### config.mk
export PLATFORM = sky130hd
export DESIGN_NAME = hazard_ctrl
export DESIGN_NICKNAME = d
export VERILOG_FILES = /design/src/rtl/hazard_ctrl.sv
export SDC_FILE = /design/constraint.sdc
export NUM_CORES = 1
export LEC_CHECK = 0
export BUFFER_PORTS_ARGS = -buffer_cell sky130_fd_sc_hd__clkbuf_2
export CORE_ASPECT_RATIO = 1.5
export CORE_UTILIZATION = 55
export CTS_BUF_LIST = sky130_fd_sc_hd__clkbuf_2 sky130_fd_sc_hd__clkbuf_4 sky130_fd_sc_hd__clkbuf_8
export DETAILED_ROUTE_END_ITERATION = 7
export MAX_ROUTING_LAYER = met4
export PLACE_DENSITY = 0.95
export SYNTH_ARGS = -nofsm -noshare
export SYNTH_HDL_FRONTEND = slang
export SYNTH_SLANG_ARGS = --single-unit
### constraint.sdc
create_clock -name clk -period 5.07 [get_ports clk]
set_input_delay 0.507 -clock clk [delete_from_list [all_inputs] [get_ports clk]]
set_output_delay 0.507 -clock clk [all_outputs]
set_load 0.005 [all_outputs]
### src/rtl/hazard_ctrl.sv
// hazard_ctrl
//   Hazard/flush controller for a classic 5-stage pipeline.
//   - Detects load-use hazards between the EX and ID instructions and holds
//     PC and IF/ID while bubbles are injected into ID/EX.
//   - Kills wrong-path instructions for FLUSH_CYCLES cycles after an EX
//     redirect (taken branch / jump).
//   - Selects EX-result forwarding for rs1/rs2 when no stall is needed.
//   - Keeps saturating stall and flush event counters.
// Ports
//   clk, rst                        clock (rising edge), async active-high reset
//   id_reg{1,2}_raddr/_ren          source operands of the ID instruction
//   ex_reg_wen/_waddr, ex_is_load   destination info of the EX instruction
//   ex_redirect                     EX resolved a taken branch/jump this cycle
//   pc_stall, if_id_stall           hold PC / IF/ID
//   if_id_flush, pipeline_flush     bubble into IF/ID / ID/EX
//   forward_to_alu                  {rs2 from EX, rs1 from EX}
//   stall_cnt, flush_cnt            saturating event counters
module hazard_ctrl #(
  parameter int REG_ADDR_WIDTH  = 5,
  parameter int FLUSH_CYCLES    = 2,
  parameter int LOAD_USE_CYCLES = 1,
  parameter int CNT_WIDTH       = 16
) (
  input  logic                      clk,
  input  logic                      rst,
  input  logic [REG_ADDR_WIDTH-1:0] id_reg1_raddr,
  input  logic [REG_ADDR_WIDTH-1:0] id_reg2_raddr,
  input  logic                      id_reg1_ren,
  input  logic                      id_reg2_ren,
  input  logic                      ex_reg_wen,
  input  logic [REG_ADDR_WIDTH-1:0] ex_reg_waddr,
  input  logic                      ex_is_load,
  input  logic                      ex_redirect,
  output logic                      pc_stall,
  output logic                      if_id_stall,
  output logic                      if_id_flush,
  output logic                      pipeline_flush,
  output logic [1:0]                forward_to_alu,
  output logic [CNT_WIDTH-1:0]      stall_cnt,
  output logic [CNT_WIDTH-1:0]      flush_cnt
);

  // The down-counter only ever holds (cycles-1), so $clog2(max) bits suffice.
  localparam int MAXC = (FLUSH_CYCLES > LOAD_USE_CYCLES) ? FLUSH_CYCLES : LOAD_USE_CYCLES;
  localparam int CW   = (MAXC > 1) ? $clog2(MAXC) : 1;
  localparam logic [CW-1:0] FL_RELOAD = CW'(FLUSH_CYCLES - 1);
  localparam logic [CW-1:0] LU_RELOAD = CW'(LOAD_USE_CYCLES - 1);

  typedef enum logic [1:0] {RUN, LD_STALL, FLUSH} state_e;

  state_e                 state_q, state_d;
  logic [CW-1:0]          cnt_q, cnt_d;
  logic [CNT_WIDTH-1:0]   stall_cnt_q, flush_cnt_q;
  logic                   hit1, hit2, lu;

  assign hit1 = id_reg1_ren & ex_reg_wen & (ex_reg_waddr != '0) & (ex_reg_waddr == id_reg1_raddr);
  assign hit2 = id_reg2_ren & ex_reg_wen & (ex_reg_waddr != '0) & (ex_reg_waddr == id_reg2_raddr);
  assign lu   = ex_is_load & (hit1 | hit2);

  always_comb begin
    state_d        = state_q;
    cnt_d          = cnt_q;
    pc_stall       = 1'b0;
    if_id_stall    = 1'b0;
    if_id_flush    = 1'b0;
    pipeline_flush = 1'b0;

    // A redirect wins in every state; in FLUSH it restarts the kill window.
    if (ex_redirect) begin
      if_id_flush    = 1'b1;
      pipeline_flush = 1'b1;
      if (FLUSH_CYCLES > 1) begin
        state_d = FLUSH;
        cnt_d   = FL_RELOAD;
      end else begin
        state_d = RUN;
        cnt_d   = '0;
      end
    end else begin
      case (state_q)
        RUN: begin
          if (lu) begin
            pc_stall       = 1'b1;
            if_id_stall    = 1'b1;
            pipeline_flush = 1'b1;
            if (LOAD_USE_CYCLES > 1) begin
              state_d = LD_STALL;
              cnt_d   = LU_RELOAD;
            end
          end
        end
        LD_STALL: begin
          pc_stall       = 1'b1;
          if_id_stall    = 1'b1;
          pipeline_flush = 1'b1;
          if (cnt_q <= CW'(1)) begin
            state_d = RUN;
            cnt_d   = '0;
          end else begin
            cnt_d = cnt_q - CW'(1);
          end
        end
        FLUSH: begin
          // ID holds a wrong-path instruction, so its load-use is ignored.
          if_id_flush    = 1'b1;
          pipeline_flush = 1'b1;
          if (cnt_q <= CW'(1)) begin
            state_d = RUN;
            cnt_d   = '0;
          end else begin
            cnt_d = cnt_q - CW'(1);
          end
        end
        default: begin
          state_d = RUN;
          cnt_d   = '0;
        end
      endcase
    end

    // Reset forces bubbles so unreset pipeline registers never carry junk.
    if (rst) begin
      pc_stall       = 1'b0;
      if_id_stall    = 1'b0;
      if_id_flush    = 1'b1;
      pipeline_flush = 1'b1;
    end

    forward_to_alu = pipeline_flush ? 2'b00 : {hit2 & ~ex_is_load, hit1 & ~ex_is_load};
  end

  always_ff @(posedge clk or posedge rst) begin
    if (rst) begin
      state_q     <= RUN;
      cnt_q       <= '0;
      stall_cnt_q <= '0;
      flush_cnt_q <= '0;
    end else begin
      state_q <= state_d;
      cnt_q   <= cnt_d;
      if (pc_stall && (stall_cnt_q != '1))
        stall_cnt_q <= stall_cnt_q + CNT_WIDTH'(1);
      if (if_id_flush && (flush_cnt_q != '1))
        flush_cnt_q <= flush_cnt_q + CNT_WIDTH'(1);
    end
  end

  assign stall_cnt = stall_cnt_q;
  assign flush_cnt = flush_cnt_q;

endmodule

==> results of run 1 <==
## sequential cells by signal (all words and copies together) (netlist names)
name and flops:
cnt_q 1, stall_cnt 16, flush_cnt 16
## tightest hold or removal path, stage by stage
cell and delay, ps:
clkbuf_2 100, inv_1 50, buf_4 360
## power by group through the flow
| stage | logic (uW) | clock network, uW | registers, uW |
|---|---|---|---|
| after floorplan | 64.9 | 0 | 337 |
| after global routing | 138 | 233 | 342 |
| after global placement | 114 | 0 | 340 |
| final | 119 | 218 | 336 |
| after detailed placement | 122 | 0 | 341 |
| after CTS | 122 | 219 | 336 |
## final timing paths
| path | start | endpoint | slack, ps | cells past startpoint |
|---|---|---|---|---|
| max | ex_reg_waddr[3] | pipeline_flush | 2720 | 7 |
| min | rst | cnt_q | 320 | 3 |
| max reg2reg | stall_cnt[0] | stall_cnt[5] | 2870 | 6 |
| min reg2reg | flush_cnt[9] | flush_cnt[9] | 490 | 1 |
| max in group asynchronous | rst | stall_cnt[14] | 4460 | 3 |
| min in group clk | ex_redirect | cnt_q | 380 | 1 |
## cells by family after synthesis
logic type | count (synthesis) | synth area share, %
adders and majority gates | 2 | 1.45
DFF | 33 | 48.0
and+or+nand+nor | 65 | 22.5
buffers and inverters | 8 | 2.40
muxes | 2 | 1.31
xor gates and xnor gates | 39 | 19.9
AOI/OAI and AO/OA | 8 | 4.51
## Yosys cell counts
cell type  number  area share, %
xor2_1         14            7.1
nor3_4          1           0.95
a21oi_1         1           0.29
nand4_1        15            5.5
and2_1          1           0.36
o21ai_2         1           0.51
buf_4           1           0.44
o211ai_4        1            1.2
mux2_1          1           0.65
and4_1          3            1.5
ha_1            2            1.5
clkbuf_1        2           0.44
nor4_1          2           0.73
or4_4           1           0.65
nand3_1        11            3.2
dfrtp_1        33             48
mux2_2          1           0.65
a21oi_2         1           0.51
inv_1           4           0.87
and3_1          7            2.5
nor3b_1         2           0.87
o21ai_0         2           0.58
a31oi_1         1           0.36
nand2_1         7            1.5
xnor2_1        25             13
buf_6           1           0.65
nor4_2          1           0.73
nor3_1          2           0.58
nor2_1         10            2.2
nand3_2         2            1.2
a31o_4          1            1.0
## routing by layer
layer | wire length [um] | up-vias
li1 | - | 678
met1 | 1310 | 676
met2 | 1990 | 61
met3 | 216 | 8
met4 | 78 | 0
met5 | 0 | -
## cell type report
type	instances	area (um2)	share of cell area, %
Timing Repair Buffer	60	303	14.1
Clock inverter	1	5.00	0.233
Multi-Input combinational cell	116	853	39.7
Clock buffer	7	96.3	4.49
Inverter	4	15.0	0.699
Tap cell	39	48.8	2.27
Sequential cell	33	826	38.5
## stage by stage
stage / cells / cell area, um2 / setup WS (ps) / utilization (%) / power, uW
floorplan: 157 / 1720 / 3020 / - / 402
global placement: 252 / 2050 / 2800 / 69.5 / 454
detailed placement: 252 / 2050 / 2690 / 69.5 / 462
CTS: 260 / 2150 / 2720 / 73.0 / 677
global route: 260 / 2150 / 2570 / 73.0 / 713
finish: 260 / 2150 / 2720 / 73.0 / 673
==> results.md, run 1 <==
- The floorplan step set the die height to 70.5 um.
- The synthesized cell area is 1720 um2.
- The library cells used most frequently in the layout, excluding fill and tap cells, are clkbuf_2, dfrtp_1, xnor2_1, nand4_1, xor2_1.
- The number of endpoints failing setup at the final stage is 0.
- The hold violation total from the final report is 0.
- In the routed design, unresolved DRC markers number 0.
- Of all nets on the critical path, the largest fanout is 5.
- Summing over every cut layer, the via total after detailed routing is 1423.
- The fraction of met1 tracks used by global routing is 26.1%.
- The count of yosys warnings during synthesis is 0.
- From synthesis to final layout, the design area changed by 24.8%.
- Clock-pin slew was measured on the worst setup and hold paths at 70 ps.
- The root buffer cell is clkbuf_8.
- The net count after synthesis is roughly 180.
- The total count of max-transition violations in the final report is 0.
- Between clock sinks in the finished design, the worst skew comes to 4.66 ps.
- Of the available clock period, the critical path in the final layout requires 46.3%.
- The critical path buffer and inverter count is 2.
- The number of antenna violations at the first check in global routing is 0.
- The number of antenna-violating nets in the routed design is 0.
- The global-route wire length before repair is 5820 um.
- The slowest cell on the critical path is nor4_1.
- The post-CTS resize count is 0.
- The number of vias per cell is 5.47.
- The signal on the critical path passes through clkbuf_2 > xor2_1 > nor4_1 > and3_1 > o21ai_2 > o21ai_0 > clkbuf_2.
- The final net count is 244.
- The met2 demand-to-capacity share in global routing is 42.3%.
- The critical path in this run is classified as in -> out.
- The floorplan has 24 rows.
- For this design the static power due to leakage is 0.00106 uW.
- The number of distinct library cells after synthesis is 31.
- Setup repair after global routing left no endpoint under its margin.
- The number of search-and-repair iterations in the first detailed-routing pass is 4.
- The number of antenna diodes in the final layout is 0.
- The final wirelength is approximately 3600 um.
- The H-tree depth reported by CTS is 2.
- Subtracting the final worst setup slack from the clock period gives 2350 ps.
- 60 I/O pins were placed.
- The arrival time at the worst endpoint is 1840 ps.
- After synthesis the netlist holds a flip-flop and latch count of 33.
- The share of total power dissipated in the clock network is 32.4%.
- The number of clock buffers inserted by TritonCTS is 5.
- In this run the most used layer during global routing was met2.
- Max-cap violations in this run came to 0.
- The worst setup path is launched from an input pin.
- The area of the die is 3360 um2.
- Global routing used between 20 and 30% of the available tracks across all layers.
- The placed wire-length estimate after detailed placement is 2790 um.
- The share of the Yosys chip area taken by registers is 48.0%.
- Across all hold checks on the routed design, the worst slack comes to roughly 320 ps.
- The congestion estimate from routability-driven global placement came to 0.874.
- The core outline area is 2940 um2.
- The post-route netlist has 35.3% of its cells at a drive strength greater than 1.
- The largest voltage drop on the vdd net is ~0.00025 V.
- The category of cells accounting for the largest share of critical-path delay is simple AND/OR/NAND/NOR gates.
- At the pin with the least slew margin, the transition time is 628 ps.
- The max-slew headroom at the worst pin is slightly below 60%.
- For met3 alone, demand over resource in global routing was slightly above 7%.
- The number of global-route vias before repair is 1372.
- The fraction of power spent switching nets is 28.4%.
- In this run the post-CTS setup repair buffer count came out at 0.
- Leaving out fill and tap cells, the most frequent cell in the layout is clkbuf_2.
- The mean instance size in the synthesized netlist is around 11 um2.
- The net switching component of the power is 191 uW.
- The relative contribution of sequential cells to total power is 49.9%.
- For this design the ratio of total power to cell area is 313 nW/um2.
- In this run, the number of DRC markers left after iteration 0 of detailed routing was 42.
- The internal portion of the total power is between 400 and 500 uW.
- The worst hold path belongs to the class in -> async.
- The final global-route overflow total is 0.
- Clock latency on the worst-skew pair, taken at its later pin, is 290 ps.
- The power share of the combinational group is 17.7%.
- Buffers inserted to repair hold after CTS numbered 0.
- The cell type with the highest occurrence count on the critical path is clkbuf_2.
- The die width is around 48 um.
- The largest net degree at the start of global routing is 34.
- The highest cell delay on the worst timing path is between 300 and 400 ps.
- The cell count after synthesis came out at 157.
- The type of destination of the critical path is an output pin.
- No sink is reached through more buffers than the 2 on the longest clock path.
- After detailed routing, the average wire length per cell comes to approximately 14 um.
- The setup TNS after final layout is 0 ps.
- The count of buffers inserted at the top-level ports is 59.
- Counting every sink on the clock net gives 33.
- The CTS tree is yes.
- The upper clock frequency limit is 426 MHz.
- The run finished with clean final reports.
- The required time at the worst-slack endpoint is roughly 4600 ps.
- Once the floorplan was initialized, standard cells occupied 58.5% of the core.
- After filler insertion, the fill cell instance count of the layout stands at 225.
Note: power is estimated with default switching activity, not from simulation.
==> run 2, diff against run 1 <==
--- a/config.mk
+++ b/config.mk
@@ -5,13 +5,14 @@
 export SDC_FILE = /design/constraint.sdc
 export NUM_CORES = 1
 export LEC_CHECK = 0
+export ABC_AREA = 1
 export BUFFER_PORTS_ARGS = -buffer_cell sky130_fd_sc_hd__clkbuf_2
 export CORE_ASPECT_RATIO = 1.5
-export CORE_UTILIZATION = 55
+export CORE_UTILIZATION = 54
 export CTS_BUF_LIST = sky130_fd_sc_hd__clkbuf_2 sky130_fd_sc_hd__clkbuf_4 sky130_fd_sc_hd__clkbuf_8
 export DETAILED_ROUTE_END_ITERATION = 7
 export MAX_ROUTING_LAYER = met4
-export PLACE_DENSITY = 0.95
+export PLACE_DENSITY = 0.9
 export SYNTH_ARGS = -nofsm -noshare
 export SYNTH_HDL_FRONTEND = slang
 export SYNTH_SLANG_ARGS = --single-unit
==> constraint.sdc (replaced) <==
create_clock -name clk -period 2.3 [get_ports clk]
set_input_delay 0.23 -clock clk [delete_from_list [all_inputs] [get_ports clk]]
set_output_delay 0.23 -clock clk [all_outputs]
set_load 0.005 [all_outputs]
==> results.md, run 2 <==
- The worst setup slack after placement is 397 ps (was 2690 ps).
- The required time at the worst-slack endpoint is 2070 ps (was 4560 ps).
- The largest voltage drop on the vdd net came to 0.000587 V (was 0.000247 V).
- The cell type with the highest occurrence count on the critical path is clkbuf_2 (unchanged).
- The clock net sink count is 33 (unchanged).
- The number of antenna violations at the first check in global routing is 0 (unchanged).
- The number of flops mapped to enable cells by yosys is 0 (unchanged).
- The clock transition at the register clock pins on the worst setup and hold paths after CTS is 70 ps (about the same).
- For the finished layout, the period the worst path requires is 2140 ps.
- The post-synthesis instance total is 311 (was 157).
- The category of the most critical setup path was in -> out (unchanged).
- The signed area change from the synthesized netlist to the final layout is 18.9% (was 24.8%).
- For this run, the top clock speed supported by timing is 468 MHz.
- The hold violation total from the final report is 0 (unchanged).
- The startpoint class of the critical path was an input pin (unchanged).
- The slowest cell on the critical path was dlygate4sd3_1 (was nor4_1).
- The sequential share of the synthesized area is 37.8% (was 48.0%).
- The internal power contribution was 1050 uW (was 482 uW).
- The share of synthesized flip-flops with an asynchronous set or reset is 100% (unchanged).
- The clock group share of total power was 29.5% (was 32.4%).
- The die span in y is 79.9 um (was 70.5 um).
- The critical path buffer and inverter count is 4 (was 2).
- The number of antenna-violating nets in the routed design is 0 (unchanged).
- The count of buffers inserted at the top-level ports is 59 (unchanged).
- The number of top-level design ports is 60 (unchanged).
- The final wirelength is 4950 um (was 3590 um).
- The cell area power density is 595 nW/um2 (was 313 nW/um2).
- The worst reg2reg path depth is 6 (unchanged).
- The final non-filler cell total is 417 (was 260).
- The tightest hold margin came to 78.9 ps (was 319 ps).
- The antenna diode count is 0 (unchanged).
- Unrepaired setup endpoints after global routing: false (unchanged).
- The final global-route overflow total is 0 (unchanged).
- The post-CTS resize count was 0 (unchanged).
- The setup TNS after final layout is 0 ps (unchanged).
- The count of routing violations after the opening detailed-route iteration is 56 (was 42).
- The largest area contributor in the netlist is dfrtp_1 (unchanged).
- The final-layout fill cell count is 329 (was 225).
- The leakage component of the power came to 0.00145 uW (was 0.00106 uW).
- The insertion delay of the later-clocked pin in the worst-skew pair is 280 ps (was 290 ps).
- The total count of max-transition violations in the final report is 0 (unchanged).
- The highest net fanout along the worst path came to 5 (unchanged).
- The routability congestion estimate is 0.891 (was 0.874).
- The DRC violation count after routing is 0 (unchanged).
- The detailed-route via count is 2118 (was 1423).
- The arrival time at the worst endpoint is 1910 ps (was 1840 ps).
- The worst setup margin was 165 ps (was 2720 ps).
- The path with the worst hold slack has its endpoint at cnt_q.
- The count of yosys warnings during synthesis was 0 (unchanged).
- The share of post-route cells with drive strength above 1 is 21.7% (was 35.3%).
- The highest cell delay on the worst timing path is 550 ps (was 370 ps).
- The synthesized-area fraction occupied by adder cells is 1.15% (was 1.45%).
- The number of clock buffers inserted by TritonCTS is 5 (unchanged).
- The post-route clock skew came to 6.53 ps (was 4.66 ps).
- The category of cells accounting for the largest share of critical-path delay is buffers and inverters (was simple AND/OR/NAND/NOR gates).
- The mean instance size in the synthesized netlist is 7.02 um2 (was 11.0 um2).
- The floorplan row count is 27 (was 24).
- The max-capacitance violation count is 0 (unchanged).
- The global-route wire length before repair is 8450 um (was 5820 um).
- Commonest cells in the netlist: nand2_1, inv_1, dfrtp_1 (was dfrtp_1, xnor2_1, nand4_1).
- The count of state elements after synthesis is 33 (unchanged).
- The net switching component of the power is 494 uW (was 191 uW).
- The maximum buffer depth of the clock tree is 2 (unchanged).
- The number of endpoints failing setup at the final stage is 0 (unchanged).
- The total instance count after detailed placement came to 408 (was 252).
- The mean routed wirelength per cell is 11.9 um (was 13.8 um).
- The post-route fraction of the period consumed by the critical path is 92.8%.
- The H-tree depth reported by CTS is 2 (unchanged).
- The worst hold path begins at ex_redirect.
- The worst flop-to-flop path startpoint is flush_cnt[0] (was stall_cnt[0]).
- CP Cell Sequence: dlygate4sd3_1 > clkbuf_2 > nor3_2 > inv_1 > nor3_1 > clkbuf_2 (was clkbuf_2 > xor2_1 > nor4_1 > and3_1 > o21ai_2 > o21ai_0 > clkbuf_2).
- The area of the die is 4310 um2 (was 3360 um2).
- The synthesized cell area is 2180 um2 (was 1720 um2).
- The die width is 53.9 um (was 47.7 um).
- The compound-gate portion of the synthesized area came to 2.29% (was 4.51%).
- The share of synthesized cell area in and, or, nand and nor gates came to 38.6% (was 22.5%).
- The actual transition at the worst max-transition pin came to 689 ps (was 628 ps).
- The setup slack on the worst flop-to-flop path was 400 ps (was 2870 ps).
- The overall power came to 1550 uW (was 673 uW).
- The largest net degree at the start of global routing came to 30 (was 34).
- The predominant post-synthesis flop cell is dfrtp_1 (unchanged).
- The top cell type's share of synthesized area was 37.8% (was 48.0%).
- The root buffer cell is clkbuf_8 (unchanged).
- The max-slew headroom at the worst pin came to 54.0% (was 58.2%).
- Status: complete, no violations (unchanged).
- The number of global-route vias before repair came to 2041 (was 1372).
- The most common cell after layout, fill and taps aside is nand2_1 (was clkbuf_2).
- The relative contribution of sequential cells to total power was 48.9% (was 49.9%).
- The cell depth of the worst hold path is 1.
- The core outline area is 3780 um2 (was 2940 um2).
- The final net count is 397 (was 244).
- The global-route usage over all layers is 27.0% (was 25.3%).
- The leading cell type by number of instances after synthesis is nand2_1 (was dfrtp_1).
- The CTS tree is yes (unchanged).
- The parity-gate share of the synthesized area counting xor and xnor cells was 10.8% (was 19.9%).
- The placed wire-length estimate after detailed placement is 3750 um (was 2790 um).
- The dominant combinational cell family by area after synthesis is simple AND/OR/NAND/NOR gates (unchanged).
- The share of cell area taken by muxes after synthesis is 0% (was 1.31%).
- The fraction of power spent switching nets is 32.0% (was 28.4%).
- The end of the worst register-to-register path is flush_cnt[2] (was stall_cnt[5]).
- The number of distinct library cells after synthesis is 26 (was 31).
- The class of the worst hold path is in -> reg (was in -> async).
- Synth top area cells: dfrtp_1, nand2_1, xor2_1 (was dfrtp_1, xnor2_1, xor2_1).
- Most used cells in the layout excluding fill and tap cells: nand2_1, clkbuf_2, inv_1, dfrtp_1, nor2_1 (was clkbuf_2, dfrtp_1, xnor2_1, nand4_1, xor2_1).
- The type of destination of the critical path is an output pin (unchanged).
- The effective utilization at floorplan is 57.7% (was 58.5%).
- The number of vias per cell is 5.08 (was 5.47).
- The number of search-and-repair iterations in the first detailed-routing pass is 4 (unchanged).
- The power share of the combinational group is 21.6% (was 17.7%).
- The net count after synthesis was 335 (was 181).
run 2: cell count changes after synthesis, sizes merged, moves of 3 or more:
cell / before / now
and4: 3 / 0
buf: 2 / 5
inv: 4 / 42
nand4: 15 / 7
nand2: 7 / 126
xor2: 14 / 18
xnor2: 25 / 9
and3: 7 / 0
nand3: 13 / 19
nor3: 3 / 16
nor2: 10 / 22
o21ai: 3 / 7
run 2: worst reg2reg max path, stage by stage, from the launching register on:
cell and delay, ps:
dfrtp_1 420, ha_1 250, nand3_1 170, nor3_2 90
a21oi_1 550, nand2_1 150, xor2_1 180
run 2: through the flow:
step / utilization [%] / instance area, um2
detailed placement: 65.9 / 2490
finish: 68.6 / 2590
floorplan: - / 2180
global route: 68.6 / 2590
global placement: 65.9 / 2490
CTS: 68.6 / 2590
run 2: logic make-up (layout without fill, tap and decap cells):
group,Yosys count,count (layout)
compound gates,10,10
xor+xnor,27,27
fa+ha+maj,2,2
buf+inv,48,111
flops,33,33
simple gates,191,191
run 2: routing by layer:
metal | share of wire, % | wire length, um | global-route usage (%)
met4 | 1.1 | 53 | 8.16
met1 | 40 | 1970 | 27.0
met3 | 3.6 | 180 | 5.52
met5 | 0 | 0 | -
met2 | 56 | 2750 | 49.9
run 2: area by class of cell:
cell class	count	area, um2	share of cell area [%]
multi-input combinational	230	1150	44.5
tap	43	53.8	2.07
inverter	42	158	6.08
clock buffer	8	91.3	3.52
sequential	33	826	31.8
timing repair buffer	61	313	12.1
run 2: repair_timing:
item	in CTS	in global routing
endpoints found under the hold margin	4	0
setup buffers	0	0
hold buffers	1	0
run 2: worst max-delay path by stage:
stage	start	to	slack [ps]	cells past startpoint
2_1_floorplan	flush_cnt[0]	flush_cnt[2]	790	7
3_3_place_gp	flush_cnt[0]	flush_cnt[2]	470	6
3_5_place_dp	flush_cnt[0]	flush_cnt[2]	400	6
4_1_cts	rst	forward_to_alu[0]	180	6
5_1_grt	rst	forward_to_alu[1]	9	6
6_report	rst	forward_to_alu[0]	160	6
run 2: power groups by stage:
stage / registers, uW / clock network, uW / logic [uW]
final: 755 / 456 / 334
after CTS: 751 / 468 / 338
after detailed placement: 762 / 0 / 335
after floorplan: 750 / 0 / 193
after global placement: 757 / 0 / 322
after global routing: 771 / 489 / 385
